===== config.mk =====
export PLATFORM = sky130hd
export DESIGN_NAME = id_opnd_sb
export DESIGN_NICKNAME = d
export VERILOG_FILES = /design/src/rtl/id_opnd_sb.sv
export SDC_FILE = /design/constraint.sdc
export NUM_CORES = 1
export LEC_CHECK = 0
export CORE_AREA = 2 2 207 209
export DETAILED_ROUTE_END_ITERATION = 8
export DIE_AREA = 0 0 209 211
export PLACE_DENSITY = 0.57
export SYNTH_ARGS = -nofsm -noshare
export SYNTH_HDL_FRONTEND = slang
export SYNTH_SLANG_ARGS = --single-unit
export TNS_END_PERCENT = 100

===== constraint.sdc =====
create_clock -name clk -period 3.26 [get_ports clk]
set_clock_uncertainty 0.05 [all_clocks]
set_input_delay 0.652 -clock clk [delete_from_list [all_inputs] [get_ports clk]]
set_output_delay 0.652 -clock clk [all_outputs]
set_load 0.01 [all_outputs]

===== src/rtl/id_opnd_sb.sv =====
// Decode-stage operand resolver: forwarding/writeback/RF operand selection,
// per-register busy scoreboard for long-latency ops, and the ID->EX operand slot.
module id_opnd_sb #(
  parameter int XLEN  = 64,
  parameter int RF_AW = 5,
  parameter int NRS   = 2,
  parameter int NFW   = 2
) (
  input  logic                  clk,
  input  logic                  rst_n,
  input  logic                  id_valid,
  output logic                  id_ready,
  input  logic [NRS*RF_AW-1:0]  id_raddr,
  input  logic [NRS*XLEN-1:0]   rf_rdata,
  input  logic                  id_req_rf,
  input  logic [RF_AW-1:0]      id_rd_addr,
  input  logic                  id_is_ll,
  input  logic [NFW-1:0]        fw_valid,
  input  logic [NFW*RF_AW-1:0]  fw_addr,
  input  logic [NFW*XLEN-1:0]   fw_data,
  input  logic                  ll_wb_valid,
  input  logic [RF_AW-1:0]      ll_wb_addr,
  input  logic [XLEN-1:0]       ll_wb_data,
  input  logic                  flush,
  output logic                  ex_valid,
  input  logic                  ex_ready,
  output logic [NRS*XLEN-1:0]   ex_rs,
  output logic                  ex_req_rf,
  output logic [RF_AW-1:0]      ex_rd_addr,
  output logic                  ex_is_ll,
  output logic [2**RF_AW-1:0]   sb_busy,
  output logic                  sb_err
);

  localparam int NREG = 2**RF_AW;

  logic [NREG-1:0]      busy_reg, busy_next;
  logic                 err_reg, err_next;
  logic                 ex_valid_reg;
  logic [NRS*XLEN-1:0]  ex_rs_reg;
  logic                 ex_req_rf_reg;
  logic [RF_AW-1:0]     ex_rd_addr_reg;
  logic                 ex_is_ll_reg;

  logic [NRS*XLEN-1:0]  opnd;
  logic [NRS-1:0]       slot_stall;
  logic                 waw;
  logic                 hazard;
  logic                 fire;
  logic                 dispatch;

  genvar gi;
  generate
    for (gi = 0; gi < NRS; gi++) begin : g_slot
      logic [RF_AW-1:0] addr;
      logic             fw_hit;
      logic [XLEN-1:0]  fw_val;
      logic             ll_hit;
      logic             ex_ll_hit;
      logic [XLEN-1:0]  val;

      assign addr = id_raddr[gi*RF_AW +: RF_AW];

      // Scan from the oldest bus down so the lowest index (youngest) wins.
      always_comb begin
        fw_hit = 1'b0;
        fw_val = '0;
        for (int j = NFW - 1; j >= 0; j--) begin
          if (fw_valid[j] && (fw_addr[j*RF_AW +: RF_AW] == addr)) begin
            fw_hit = 1'b1;
            fw_val = fw_data[j*XLEN +: XLEN];
          end
        end
      end

      assign ll_hit    = ll_wb_valid && (ll_wb_addr == addr);
      assign ex_ll_hit = ex_valid_reg && ex_is_ll_reg && ex_req_rf_reg &&
                         (ex_rd_addr_reg == addr);

      always_comb begin
        val = rf_rdata[gi*XLEN +: XLEN];
        if (addr == '0)
          val = '0;
        else if (fw_hit)
          val = fw_val;
        else if (ll_hit)
          val = ll_wb_data;
      end

      assign opnd[gi*XLEN +: XLEN] = val;
      // A long-latency producer still sitting in EX has not marked its
      // destination busy yet, so it is checked separately.
      assign slot_stall[gi] = (addr != '0) &&
                              ((!fw_hit && !ll_hit && busy_reg[addr]) || ex_ll_hit);
    end
  endgenerate

  assign waw = id_req_rf && (id_rd_addr != '0) && busy_reg[id_rd_addr] &&
               !(ll_wb_valid && (ll_wb_addr == id_rd_addr));

  assign hazard   = (|slot_stall) || waw;
  assign id_ready = !hazard && (!ex_valid_reg || ex_ready) && !flush;
  assign fire     = id_valid && id_ready;
  assign dispatch = ex_valid_reg && ex_ready && !flush;

  // Writeback clears first so a same-cycle dispatch to that register keeps it busy.
  always_comb begin
    busy_next = busy_reg;
    if (ll_wb_valid)
      busy_next[ll_wb_addr] = 1'b0;
    if (dispatch && ex_is_ll_reg && ex_req_rf_reg && (ex_rd_addr_reg != '0))
      busy_next[ex_rd_addr_reg] = 1'b1;
    busy_next[0] = 1'b0;
  end

  always_comb begin
    err_next = err_reg;
    if (ll_wb_valid && (ll_wb_addr != '0) && !busy_reg[ll_wb_addr])
      err_next = 1'b1;
  end

  always_ff @(posedge clk or negedge rst_n) begin
    if (!rst_n) begin
      busy_reg <= '0;
      err_reg  <= 1'b0;
    end else begin
      busy_reg <= busy_next;
      err_reg  <= err_next;
    end
  end

  always_ff @(posedge clk or negedge rst_n) begin
    if (!rst_n) begin
      ex_valid_reg   <= 1'b0;
      ex_rs_reg      <= '0;
      ex_req_rf_reg  <= 1'b0;
      ex_rd_addr_reg <= '0;
      ex_is_ll_reg   <= 1'b0;
    end else if (fire) begin
      ex_valid_reg   <= 1'b1;
      ex_rs_reg      <= opnd;
      ex_req_rf_reg  <= id_req_rf;
      ex_rd_addr_reg <= id_rd_addr;
      ex_is_ll_reg   <= id_is_ll;
    end else if (flush || ex_ready) begin
      ex_valid_reg   <= 1'b0;
    end
  end

  assign ex_valid   = ex_valid_reg;
  assign ex_rs      = ex_rs_reg;
  assign ex_req_rf  = ex_req_rf_reg;
  assign ex_rd_addr = ex_rd_addr_reg;
  assign ex_is_ll   = ex_is_ll_reg;
  assign sb_busy    = busy_reg;
  assign sb_err     = err_reg;

endmodule


# == Word level (Yosys, flattened, before mapping) ==
# Cells that the tools add are included.
# word_totals
latchBits,0
out_inout_bits,170
input_bits,360
mem_count,0
reg_bits,168
mem_bits_ro,0
ram_bits,0
# op_classes
mux,30
n_lt_le_gt_ge,7
shift,0
reduce_logical,55
n_eq_ne,9
n_addsub,0
mul,0
div_mod_pow,0
bitwise_logic,3
# ops
cell,count
64-bit 2-to-1 mux,10
32-bit 2-to-1 mux,2
5-bit == test,9
32-bit bitwise AND,1
1-bit logical AND,32
32-bit NOT,1
32-bit OR,1
"5-bit by 6-bit < comparator with 1-bit output, second input constant",5
5-bit nonzero test,5
1-bit binary-select mux with 5-bit select,4
1-bit 2-to-1 mux,12
1-bit demux with 5-bit select,2
"5-bit by 1-bit >= comparator with 1-bit output, second input constant",2
5-bit zero test,2
1-bit zero test,9
1-bit logical OR,5
2-bit nonzero test,1
2-bit OR reduction,1

# == Longest topological paths before layout ==
# Gate-level depths: netlist (run 1).
# depth
ltp_word,16
mapped_depth,12
ltp_nobuf,7

# == Least setup slack after synthesis (run 1) ==
# No wires, ideal clock.
# synth_timing
path_kind,input-to-reg
startpoint,input id_raddr[5]
endpoint,register ex_rs_reg[100] (netlist: ex_rs[100])
path_slack_ns,0.285
path_buffers,5
arrival_time_ns,2.800
stages,11
path_cell_list,buf_2 buf_2 mux4_2 nand2_1 nand4_1 a31oi_1 nand4_1 buf_6 buf_8 buf_12 mux2_4
# synth_between
elab_chain_len,15
word_cells_on_any_way,31
# synth_rtl
element,line_no,source
start: declaration,13,"input logic [NRS*RF_AW-1:0] id_raddr,"
5-bit == test,69,if (fw_valid[j] && (fw_addr[j*RF_AW +: RF_AW] == addr)) begin
1-bit logical AND,69,
1-bit 2-to-1 mux (2 in a row),69,
1-bit zero test,94,((!fw_hit && !ll_hit && busy_reg[addr]) || ex_ll_hit);
1-bit logical AND (2 in a row),94,
1-bit logical OR,94,
1-bit logical AND,93,assign slot_stall[gi] = (addr != '0) &&
2-bit OR reduction,101,assign hazard = (|slot_stall) || waw;
1-bit logical OR,101,
1-bit zero test,102,assign id_ready = !hazard && (!ex_valid_reg || ex_ready) && !flush;
1-bit logical AND (2 in a row),102,
1-bit logical AND,103,assign fire = id_valid && id_ready;
end signal: assignment,141,ex_rs_reg <= opnd;
end: declaration,40,logic [NRS*XLEN-1:0] ex_rs_reg;
# Parallel ways exist; a longest one is shown, timed or not. The select of a mux whose other input is x is not followed.
# A chain may end at the register's enable or synchronous reset.

# == Worst setup path in the final report (run 1) ==
# layout_timing
startpoint,input id_rd_addr[2]
endpoint,output id_ready
# layout_between
elab_chain_len,8
word_cells_on_any_way,13
# layout_rtl
element,line_no,source
start: declaration,16,"input logic [RF_AW-1:0] id_rd_addr,"
"1-bit binary-select mux with 5-bit select, or another cell as far along",98,assign waw = id_req_rf && (id_rd_addr != '0) && busy_reg[id_rd_addr] &&
"1-bit 2-to-1 mux (not written as such), or another cell as far along",98,
1-bit logical AND or 1-bit zero test (tied branches),"98, 99",
1-bit logical AND (*),98,
1-bit logical OR (*),101,
1-bit zero test (*),102,
1-bit logical AND (*) (2 in a row),102,
end: declaration,12,"output logic id_ready,"
# Mark *: on every way between the ends. The rest lies on a longest branch, timed or not. The select of a mux whose other input is x is not followed.

==> impl_metrics.json, run 1 <==
{
  "status": "completed",
  "fmax_ghz": 0.312,
  "synth_top_area_frac": 0.330,
  "worst_slack_ns": 0.0529,
  "gr-usage-met1": 0.378,
  "port_buffers": 528,
  "synthFlopType": "dfrtp_1",
  "leakage_nw": 8.80,
  "syn-num-nets": 1720,
  "cp-start-kind": "primary input",
  "yosys_warnings": 0,
  "worstSetupPathType": "in2out",
  "met3_usage": 0.0749,
  "worstPathRequired_ns": 2.56,
  "ys_seq_area_frac": 0.330,
  "hold_viol": 0,
  "place_area_um2": 19300,
  "maxCapViolations": 0,
  "crit_path_end_kind": "output port",
  "grtUsageTotal": 0.303,
  "clockBufferDepth": 2,
  "area_growth_pct": 59.2,
  "yosys.area.top_type": "dfrtp_1",
  "report.final.slew_viol_count": 0,
  "clock-sinks": 168,
  "whs_ns": 0.120,
  "dp_cells": 2416,
  "cp_slowest_cell": "mux2_2",
  "tritoncts": "built",
  "pin_count": 530,
  "worst_slew_pin_slew_ns": 1.03,
  "r2r_slack_ns": 0.38,
  "drt_iter0_markers": 1428,
  "clockRootBuffer": "clkbuf_16",
  "dieArea_um2": 44100,
  "irDropWorstVdd_v": 0.000332,
  "yosys-top-cells-area": "dfrtp_1 (33%), a2bb2oi_1 (8.8%), mux2_2 (8.7%), a211oi_1 (7.6%), o21ai_0 (7.5%)",
  "hpwl_um": 50000,
  "syn_inst": 1360,
  "final_layout_size_suffix_gt1_frac": 0.202,
  "setup_viol": 0,
  "initial_core_util": 0.305,
  "grt_pass1_wl_um": 99400,
  "place_congestion": 0.980,
  "nets": 2268,
  "period_share": 0.984,
  "core-area_um2": 41800,
  "drc": 0,
  "use_met2": 0.495,
  "syn-cell-area_um2": 12700,
  "clk_latency_ns": 0.45,
  "overflow": 0,
  "synth_seq_cells": 168,
  "p_per_area_nw_per_um2": 471,
  "crit_arrival_ns": 2.51,
  "nFillCells": 3988,
  "detail_route.wl_per_cell_um": 27.9,
  "dr.pass1.iters": 5,
  "maxSlewHeadroom": 0.311,
  "final_area_um2": 20300,
  "path_max_fanout": 2,
  "fp.dieW_um": 209,
  "grt_max_degree": 65,
  "cts_hold_buf": 0,
  "vias": 14500,
  "cts.clk_slew.worst_paths_ns": 0.07,
  "synth_edf_count": 0,
  "ant_nets": 0,
  "gr-max-usage-layer": "met2",
  "grt_pass1_vias": 14600,
  "preCtsSetupSlack_ns": -0.769,
  "h-tree-depth": 4,
  "async_flop_share": 1.00,
  "finalCriticalPeriod_ns": 3.21,
  "antenna_found_initial": 13,
  "min_path_type": "in2async",
  "worst_path_largest_cell_delay_ns": 0.37,
  "die_y_um": 211,
  "wl_um": 68900,
  "rows": 75,
  "cp_cell_sequence": "dlygate4sd2_1 > mux2_2 > a2111oi_2 > nor4_1 > o211a_1 > a31oi_2 > and3_1 > buf_2",
  "final_cells": 2470,
  "numCtsBuffers": 17,
  "synth.avg_cell_area_um2": 9.37,
  "avgViaCountPerCell": 5.88,
  "largest_reg_flops": 128,
  "synth.distinct_cells": 50
}
[layer usage]
metal,share of wire,routed length [µm]
met1,0.40,27500
met4,0.043,2930
met3,0.090,6190
met2,0.47,32300
met5,0.00036,25
[where the power goes]
| part | total, W | internal, W | switching [W] |
|---|---|---|---|
| registers | 0.00308 | 0.00269 | 0.000386 |
| clock network | 0.00231 | 0.00140 | 0.000907 |
| logic | 0.00416 | 0.00241 | 0.00176 |
| total | 0.00955 | 0.00650 | 0.00305 |
[kinds of logic after synthesis]
| logic type | count (synthesis) | synth area share |
|---|---|---|
| xor gates and xnor gates | 45 | 0.0309 |
| muxes | 174 | 0.188 |
| AOI/OAI and AO/OA | 467 | 0.250 |
| buffers and inverters | 154 | 0.0553 |
| DFF | 168 | 0.330 |
| and+or+nand+nor | 351 | 0.146 |
| other | 1 | 0.000294 |
[path summary, 6_finish.rpt]
kind / from / endpoint / depth (start not counted)
worst max-delay path: id_rd_addr[2] / id_ready / 8
worst min-delay path: rst_n / ex_rd_addr[4]$_DFFE_PN0P_ / 1
worst max register to register: sb_busy[6]$_DFF_PN0_ / ex_rs[2]$_DFFE_PN0P_ / 10
min in group clk: ex_rs[52]$_DFFE_PN0P_ / ex_rs[52]$_DFFE_PN0P_ / 1
worst min register to register: ex_rs[52]$_DFFE_PN0P_ / ex_rs[52]$_DFFE_PN0P_ / 1
max in group asynchronous: rst_n / ex_rs[50]$_DFFE_PN0P_ / 2
[synthesized netlist by cell type, types with 8 or more instances]
cell type  instances
o21ai_0          191
dfrtp_1          168
nor4_1            10
nor2_1           133
a211oi_1         129
nand3_1           14
xnor2_1           11
xor2_1            34
and3_1           133
mux2i_1           10
buf_1              8
buf_2             25
nand3b_1          16
nand2_1           13
mux2_2            99
mux2_4            39
mux4_2            25
clkbuf_1         112
a2bb2oi_1        128
[worst max-delay path, delay by kind of cell]
| family | cells | cell delay [ns] |
|---|---|---|
| AOI/OAI and AO/OA | 3 | 0.79 |
| and+or+nand+nor | 2 | 0.28 |
| buffers and inverters | 2 | 0.42 |
| muxes | 1 | 0.37 |
[cell usage in the layout (no fill, tap or decap), types with 4 or more instances in the layout]
cell / Yosys / final
a211oi_1: 129 / 129
a2bb2oi_1: 128 / 128
and3_1: 133 / 129
buf_12: 4 / 19
buf_4: 1 / 125
buf_6: 2 / 9
bufinv_16: 0 / 5
clkbuf_16: 0 / 17
clkdlybuf4s50_1: 0 / 507
dfrtp_1: 168 / 168
diode_2: 0 / 10
dlygate4sd2_1: 0 / 12
dlymetal6s2s_1: 0 / 4
mux2_2: 99 / 99
mux2_4: 39 / 39
mux2i_1: 10 / 10
mux4_2: 25 / 25
nand2_1: 13 / 10
nand2b_1: 4 / 4
nand3_1: 14 / 10
nand3_2: 0 / 4
nand3b_1: 16 / 16
nor2_1: 133 / 133
nor2b_1: 5 / 5
nor4_2: 0 / 5
o21ai_0: 191 / 191
or3b_2: 5 / 5
xnor2_1: 11 / 11
xor2_1: 34 / 31
[layout make-up]
type	count	area, µm²	area share
Antenna cell	10	25.0	0.00123
Clock buffer	21	460	0.0227
Clock inverter	11	193	0.00950
Inverter	1	3.75	0.000185
Multi-Input combinational cell	1038	8010	0.395
Sequential cell	168	4200	0.207
Tap cell	539	674	0.0332
Timing Repair Buffer	682	6710	0.331
[what timing repair did]
action / 4_1_cts / 5_1_grt
gates resized for setup: 45 / 15
setup buffers: 7 / 3
pin swaps: 10 / 6
endpoints found under the setup margin: 45 / 1
cloned: 2 / 0
hold endpoints to repair: 0 / 0
[stage by stage]
step | total power, W | TNS, ns | util
2_1_floorplan | 0.00464 | 0 | -
3_3_place_gp | 0.00719 | -65.35 | 0.463
3_5_place_dp | 0.00720 | -64.95 | 0.463
4_1_cts | 0.00958 | 0 | 0.483
5_1_grt | 0.00994 | -0.00704 | 0.486
6_report | 0.00955 | 0 | 0.486
Power figures use the tool's default switching activity.
==> inputs of run 2 (changes only) <==
- HOLD_SLACK_MARGIN: default -> 0.05
==> results of run 2 <==
The final DEF is identical to that of run 1; final timing and power are the same.
==> inputs of run 3 (changes only) <==
- ABC_CLOCK_PERIOD_IN_PS: default -> 3260
- TNS_END_PERCENT: 100 -> default
==> results of run 3 <==
The final DEF is identical to that of run 1; final timing and power are the same.
